$ cat src/rtl/scalar_wb_arbiter_if.sv
// Writeback arbiter bus: two writeback sources, the register-file write port,
// and the issue/operand lookups into the busy scoreboard.
interface scalar_wb_arbiter_if #(
    parameter int DATA_W = 8,
    parameter int ADDR_W = 3
);
    logic              s0_valid;
    logic [ADDR_W-1:0] s0_addr;
    logic [DATA_W-1:0] s0_data;
    logic              s0_ready;

    logic              s1_valid;
    logic [ADDR_W-1:0] s1_addr;
    logic [DATA_W-1:0] s1_data;
    logic              s1_ready;

    logic              wr_en;
    logic [ADDR_W-1:0] wr_addr;
    logic [DATA_W-1:0] wr_data;

    logic              iss_valid;
    logic [ADDR_W-1:0] iss_dst;
    logic              iss_ready;

    logic [ADDR_W-1:0] chk_rs1;
    logic [ADDR_W-1:0] chk_rs2;
    logic              hazard;

    // Arbiter side.
    modport slave (
        input  s0_valid, s0_addr, s0_data,
        output s0_ready,
        input  s1_valid, s1_addr, s1_data,
        output s1_ready,
        output wr_en, wr_addr, wr_data,
        input  iss_valid, iss_dst,
        output iss_ready,
        input  chk_rs1, chk_rs2,
        output hazard
    );

    // Pipeline side: writeback sources, decode, register file.
    modport master (
        output s0_valid, s0_addr, s0_data,
        input  s0_ready,
        output s1_valid, s1_addr, s1_data,
        input  s1_ready,
        input  wr_en, wr_addr, wr_data,
        output iss_valid, iss_dst,
        input  iss_ready,
        output chk_rs1, chk_rs2,
        input  hazard
    );
endinterface

$ cat src/rtl/scalar_wb_arbiter.sv
// Round-robin arbiter for the scalar register file write port (src0 = ALU,
// src1 = memory load) with a per-register busy scoreboard for decode stalls.
module scalar_wb_arbiter #(
    parameter int DATA_W = 8,
    parameter int NREGS  = 8,
    parameter int ADDR_W = 3
) (
    input  logic               clk,
    input  logic               reset,
    scalar_wb_arbiter_if.slave bus
);
    typedef enum logic {
        GRANT_S0 = 1'b0,
        GRANT_S1 = 1'b1
    } grant_e;

    grant_e           last_grant;
    grant_e           last_grant_next;
    logic             s0_take;
    logic             s1_take;
    logic [NREGS-1:0] busy;
    logic [NREGS-1:0] busy_next;
    logic             issue_fire;

    // Grant selection and pointer update; idle cycles leave the pointer alone.
    always_comb begin
        // NOTE: every output of this block gets a default first, so no path can infer a latch.
        s0_take         = 1'b0;
        s1_take         = 1'b0;
        last_grant_next = last_grant;
        if (bus.s0_valid && bus.s1_valid) begin
            if (last_grant == GRANT_S1) s0_take = 1'b1;
            else                        s1_take = 1'b1;
        end else if (bus.s0_valid) begin
            s0_take = 1'b1;
        end else if (bus.s1_valid) begin
            s1_take = 1'b1;
        end
        if (s0_take)      last_grant_next = GRANT_S0;
        else if (s1_take) last_grant_next = GRANT_S1;
    end

    // A grant is only ever given to a valid source, so ready equals grant.
    assign bus.s0_ready = s0_take;
    assign bus.s1_ready = s1_take;

    // Arbitration pointer; reset hands src0 the first win.
    always_ff @(posedge clk or posedge reset) begin
        // NOTE: state updates use <= so every flop samples pre-edge values regardless of block order.
        if (reset) last_grant <= GRANT_S1;
        else       last_grant <= last_grant_next;
    end

    // Registered write port: accepted transfer appears one cycle later; addr/data hold when idle.
    always_ff @(posedge clk or posedge reset) begin
        if (reset) begin
            bus.wr_en   <= 1'b0;
            bus.wr_addr <= '0;
            bus.wr_data <= '0;
        end else begin
            bus.wr_en <= s0_take | s1_take;
            if (s0_take) begin
                bus.wr_addr <= bus.s0_addr;
                bus.wr_data <= bus.s0_data;
            end else if (s1_take) begin
                bus.wr_addr <= bus.s1_addr;
                bus.wr_data <= bus.s1_data;
            end
        end
    end

    assign bus.iss_ready = ~busy[bus.iss_dst];
    assign issue_fire    = bus.iss_valid & bus.iss_ready;
    assign bus.hazard    = busy[bus.chk_rs1] | busy[bus.chk_rs2];

    // Scoreboard next state: commit clears first, a new issue sets afterwards so set wins.
    always_comb begin
        busy_next = busy;
        if (bus.wr_en) busy_next[bus.wr_addr] = 1'b0;
        if (issue_fire) busy_next[bus.iss_dst] = 1'b1;
    end

    // Busy flags are control state, not register-file storage, so reset clears them all.
    always_ff @(posedge clk or posedge reset) begin
        // NOTE: this small flag vector is reset deliberately; the register-file data array itself is never reset.
        if (reset) busy <= '0;
        else       busy <= busy_next;
    end
endmodule

$ cat src/flat_wrapper.sv
// flat-port wrapper written by rule: the top's interface ports become plain ports
module scalar_wb_arbiter_flat 
#(
    parameter int DATA_W = 8,
    parameter int NREGS  = 8,
    parameter int ADDR_W = 3
)
  (clk, reset, bus_s0_valid, bus_s0_addr, bus_s0_data, bus_s0_ready, bus_s1_valid, bus_s1_addr, bus_s1_data, bus_s1_ready, bus_wr_en, bus_wr_addr, bus_wr_data, bus_iss_valid, bus_iss_dst, bus_iss_ready, bus_chk_rs1, bus_chk_rs2, bus_hazard);
  scalar_wb_arbiter_if #(.DATA_W(DATA_W), .ADDR_W(ADDR_W)) bus_i ();
  input  logic clk;
  input  logic reset;
  input wire logic [$bits(bus_i.s0_valid)-1:0] bus_s0_valid;
  input wire logic [$bits(bus_i.s0_addr)-1:0] bus_s0_addr;
  input wire logic [$bits(bus_i.s0_data)-1:0] bus_s0_data;
  output wire logic [$bits(bus_i.s0_ready)-1:0] bus_s0_ready;
  input wire logic [$bits(bus_i.s1_valid)-1:0] bus_s1_valid;
  input wire logic [$bits(bus_i.s1_addr)-1:0] bus_s1_addr;
  input wire logic [$bits(bus_i.s1_data)-1:0] bus_s1_data;
  output wire logic [$bits(bus_i.s1_ready)-1:0] bus_s1_ready;
  output wire logic [$bits(bus_i.wr_en)-1:0] bus_wr_en;
  output wire logic [$bits(bus_i.wr_addr)-1:0] bus_wr_addr;
  output wire logic [$bits(bus_i.wr_data)-1:0] bus_wr_data;
  input wire logic [$bits(bus_i.iss_valid)-1:0] bus_iss_valid;
  input wire logic [$bits(bus_i.iss_dst)-1:0] bus_iss_dst;
  output wire logic [$bits(bus_i.iss_ready)-1:0] bus_iss_ready;
  input wire logic [$bits(bus_i.chk_rs1)-1:0] bus_chk_rs1;
  input wire logic [$bits(bus_i.chk_rs2)-1:0] bus_chk_rs2;
  output wire logic [$bits(bus_i.hazard)-1:0] bus_hazard;
  assign bus_i.s0_valid = bus_s0_valid;
  assign bus_i.s0_addr = bus_s0_addr;
  assign bus_i.s0_data = bus_s0_data;
  assign bus_s0_ready = bus_i.s0_ready;
  assign bus_i.s1_valid = bus_s1_valid;
  assign bus_i.s1_addr = bus_s1_addr;
  assign bus_i.s1_data = bus_s1_data;
  assign bus_s1_ready = bus_i.s1_ready;
  assign bus_wr_en = bus_i.wr_en;
  assign bus_wr_addr = bus_i.wr_addr;
  assign bus_wr_data = bus_i.wr_data;
  assign bus_i.iss_valid = bus_iss_valid;
  assign bus_i.iss_dst = bus_iss_dst;
  assign bus_iss_ready = bus_i.iss_ready;
  assign bus_i.chk_rs1 = bus_chk_rs1;
  assign bus_i.chk_rs2 = bus_chk_rs2;
  assign bus_hazard = bus_i.hazard;
  scalar_wb_arbiter #(.DATA_W(DATA_W), .NREGS(NREGS), .ADDR_W(ADDR_W)) u_core (.clk(clk), .reset(reset), .bus(bus_i));
endmodule
$ cat config.mk
export PLATFORM = sky130hd
export DESIGN_NAME = scalar_wb_arbiter_flat
export DESIGN_NICKNAME = d
export VERILOG_FILES = /design/src/rtl/scalar_wb_arbiter_if.sv /design/src/rtl/scalar_wb_arbiter.sv /design/src/flat_wrapper.sv
export SDC_FILE = /design/constraint.sdc
export NUM_CORES = 1
export LEC_CHECK = 0
export ABC_CLOCK_PERIOD_IN_PS = 1850
export CORE_AREA = 3 3 58 60
export CTS_CLUSTER_DIAMETER = 40
export CTS_CLUSTER_SIZE = 24
export DETAILED_ROUTE_END_ITERATION = 16
export DIE_AREA = 0 0 61 63
export PLACE_DENSITY = 0.82
export SKIP_LAST_GASP = 1
export SLEW_MARGIN = 5
export SYNTH_ARGS = -nofsm -noshare
export SYNTH_HDL_FRONTEND = slang
export SYNTH_SLANG_ARGS = --single-unit
$ cat constraint.sdc
create_clock -name clk -period 1.85 [get_ports clk]
set_clock_uncertainty 0.1 [all_clocks]
set_input_delay 0.37 -clock clk [delete_from_list [all_inputs] [get_ports clk]]
set_output_delay 0.37 -clock clk [all_outputs]
set_load 0.02 [all_outputs]
==> qor.yml <==
global_routing:
  grt_antenna_before_repair: 0
  gr-total-overflow: 0
  grt_max_degree: 22
  grt_pass1_wl_um: 5640
  grt_util_all_layers: 0.191
  grt_pass1_vias: 1257
power:
  p_int_mw: 1.12
  total_power_mw: 1.68
  p_sw_uw: 563
  swShare: 0.335
  pwr-share-seq: 0.416
  leakage_nw: 0.804
  p_clk_frac: 0.127
  ir_drop_mv: 0.424
  p_comb_frac: 0.457
  pwr_density_cell_mw_per_mm2: 903
sta:
  final.min_clock_period_ns: 2.05
  tightest_slew_ns: 0.355
  hold-worst-slack_ns: 0.291
  max_clock_freq_mhz: 489
  final.setup.tns_ns: -0.329
  setup_viol: 2
  max_slew_margin: 0.760
  layout_setup_ws_ns: -0.197
  rsz0062_at_grt: "yes"
  hold_viol: 0
  period_share: 1.11
  drv_slew: 0
clocking:
  cts.sinks: 21
  cts_buffers: 3
  clk_pin_slew_ns: 0.11
  cts-root-buf: "clkbuf_4"
  ctsLongestPathBuffers: 2
  hold_buffers: 0
  insertion_delay_ns: 0.29
  cts_tree: "yes"
  h-tree-depth: 1
finish:
  fin_area_mm2: 0.00186
  diodes: 0
  syn2layout_area_growth_pct: 52.4
  fin_util: 0.626
  nNetsFinal: 213
  layout-drive-gt1-share: 0.261
critical_path:
  critPathMaxStageDelay_ns: 0.47
  crit_chain: "mux4_2 -> mux2i_1 -> nand2_1 -> buf_6"
  arrival_ns: 1.58
  critPathMaxFanout: 4
  startpoint_type: "flop"
  crit_type: "flop to primary output"
  rr_worst_depth: 4
  cp_slowest_cell: "mux4_2"
  critPathCaptureType: "primary output"
  worstPathRequired_ns: 1.38
die:
  start_util: 0.411
  die_h_um: 63
  num_rows: 20
  dieArea_mm2: 0.00384
  core_area_mm2: 0.00298
  die_width_um: 61
  ios: 52
routing:
  vias: 1181
  routedWlPerCell_um: 16.0
  drtIter0Drc: 41
  first_pass_iters: 4
  drcViolationCount: 0
  drt-vias-per-instance: 5.65
  antenna_left: 0
  routed_wl_um: 3340
synthesis:
  avgSynthCellArea_um2: 11.1
  ys_warn_count: 0
  synthCells: 110
  yosysUniqueCellTypes: 27
  synth_area_mm2: 0.00122
  ys_seq_area_frac: 0.431
  synthesis.nets: 146
  synth_seq_cells: 21
status:
  violations: "negative setup slack"
  status: "finished with violations"
place:
  gp_congestion: 0.807
  hpwl_um: 2640
  placed_area_mm2: 0.00186
  port-buffer-count: 51
flow_run:
  cap_violations: 0
hold_path:
  hp-class: "primary input to asynchronous set/reset pin"
## layout by cell type, fill, tap and decap left out, drive strengths merged, types with 5 or more instances in the layout
master and instances:
mux4 6, buf 21, or3 5, mux2 6
o221a 5, o22ai 6, inv 12, dlygate4sd2 5
a21oi 5, clkdlybuf4s50 41, dfrtp 20, clkbuf 5
o21ai 5, a31oi 9
## cells by family (layout without fill, tap and decap cells)
group / count (synthesis) / after routing / synth area share
muxes: 15 / 15 / 0.200
buffers and inverters: 19 / 85 / 0.0747
AOI/OAI and AO/OA: 35 / 35 / 0.204
DFF: 21 / 21 / 0.431
and+or+nand+nor: 20 / 20 / 0.0911
## cell usage after synthesis, drive strengths merged
| cell | number | area, µm² |
|---|---|---|
| dfrtp | 20 | 500 |
| inv | 12 | 45.0 |
| a31oi | 9 | 56.3 |
| buf | 6 | 42.5 |
| mux2 | 6 | 67.6 |
| mux4 | 6 | 146 |
| o22ai | 6 | 37.5 |
| a21oi | 5 | 25.0 |
| o21ai | 5 | 28.8 |
| o221a | 5 | 56.3 |
| or3 | 5 | 31.3 |
| nand2 | 4 | 15.0 |
| o41ai | 4 | 35.0 |
| mux2i | 3 | 30.0 |
| nor2 | 3 | 11.3 |
| nand2b | 2 | 12.5 |
| nor3b | 2 | 15.0 |
| a21bo | 1 | 10.0 |
| clkbuf | 1 | 3.75 |
| dfstp | 1 | 26.3 |
| nor2b | 1 | 6.26 |
| nor3 | 1 | 5.00 |
| nor4b | 1 | 8.76 |
| or2 | 1 | 6.26 |
## worst max-delay path: cells and delay by family, from the launching register on
family | cells | cell delay (ns)
simple gates | 1 | 0.08
flops | 1 | 0.44
buf+inv | 1 | 0.13
mux | 2 | 0.62
## sequential cells by signal, indices dropped and copies added, names as in the netlist
register and flops:
u_core.bus.wr_en 1, u_core.busy 8, u_core.last_grant 1, u_core.bus.wr_addr 3, u_core.bus.wr_data 8
## metrics by stage
step           cells  setup slack [ns]
6_report         209            -0.197
5_1_grt          209            -0.270
4_1_cts          209            -0.224
3_5_place_dp     205            -0.821
3_3_place_gp     205            -0.786
2_1_floorplan    110            0.0385
## metal layers
| layer | vias up | track usage | wire length [µm] |
|---|---|---|---|
| met5 | - | 0 | 0 |
| met2 | 45 | 0.329 | 1770 |
| li1 | 555 | - | - |
| met4 | 0 | 0.0542 | 19 |
| met3 | 2 | 0.0496 | 273 |
| met1 | 579 | 0.229 | 1280 |
## repair_timing
item	in CTS	in global routing
endpoints found under the setup margin	5	4
pin swaps	0	1
gates resized for setup	22	5
setup buffers	0	0
endpoints found under the hold margin	0	0
## final timing paths
check | to | startpoint | slack (ns)
setup reg to reg | u_core.bus.wr_data[6] | u_core.last_grant | 0.54
setup / recovery | bus_hazard | u_core.busy[7] | -0.20
min in group clk | u_core.bus.wr_en | bus_s1_valid | 0.52
max in group asynchronous | u_core.last_grant | reset | 1.08
hold / removal | u_core.busy[6] | reset | 0.29
hold reg to reg | u_core.busy[3] | u_core.busy[3] | 0.53
## area by class of cell
class	instances	area, µm²
Multi-Input combinational cell	70	593
Inverter	12	45.0
Fill cell	241	1110
Tap cell	33	41.3
Clock buffer	4	26.3
Timing Repair Buffer	69	631
Sequential cell	21	527
## power by group through the flow
stage / registers, mW / logic (mW) / clock network (mW)
after floorplan: 0.705 / 0.361 / 0
after global placement: 0.690 / 0.748 / 0
after detailed placement: 0.704 / 0.775 / 0
after CTS: 0.703 / 0.757 / 0.224
after global routing: 0.719 / 0.829 / 0.246
final: 0.700 / 0.768 / 0.214
Power figures use the tool's default switching activity.
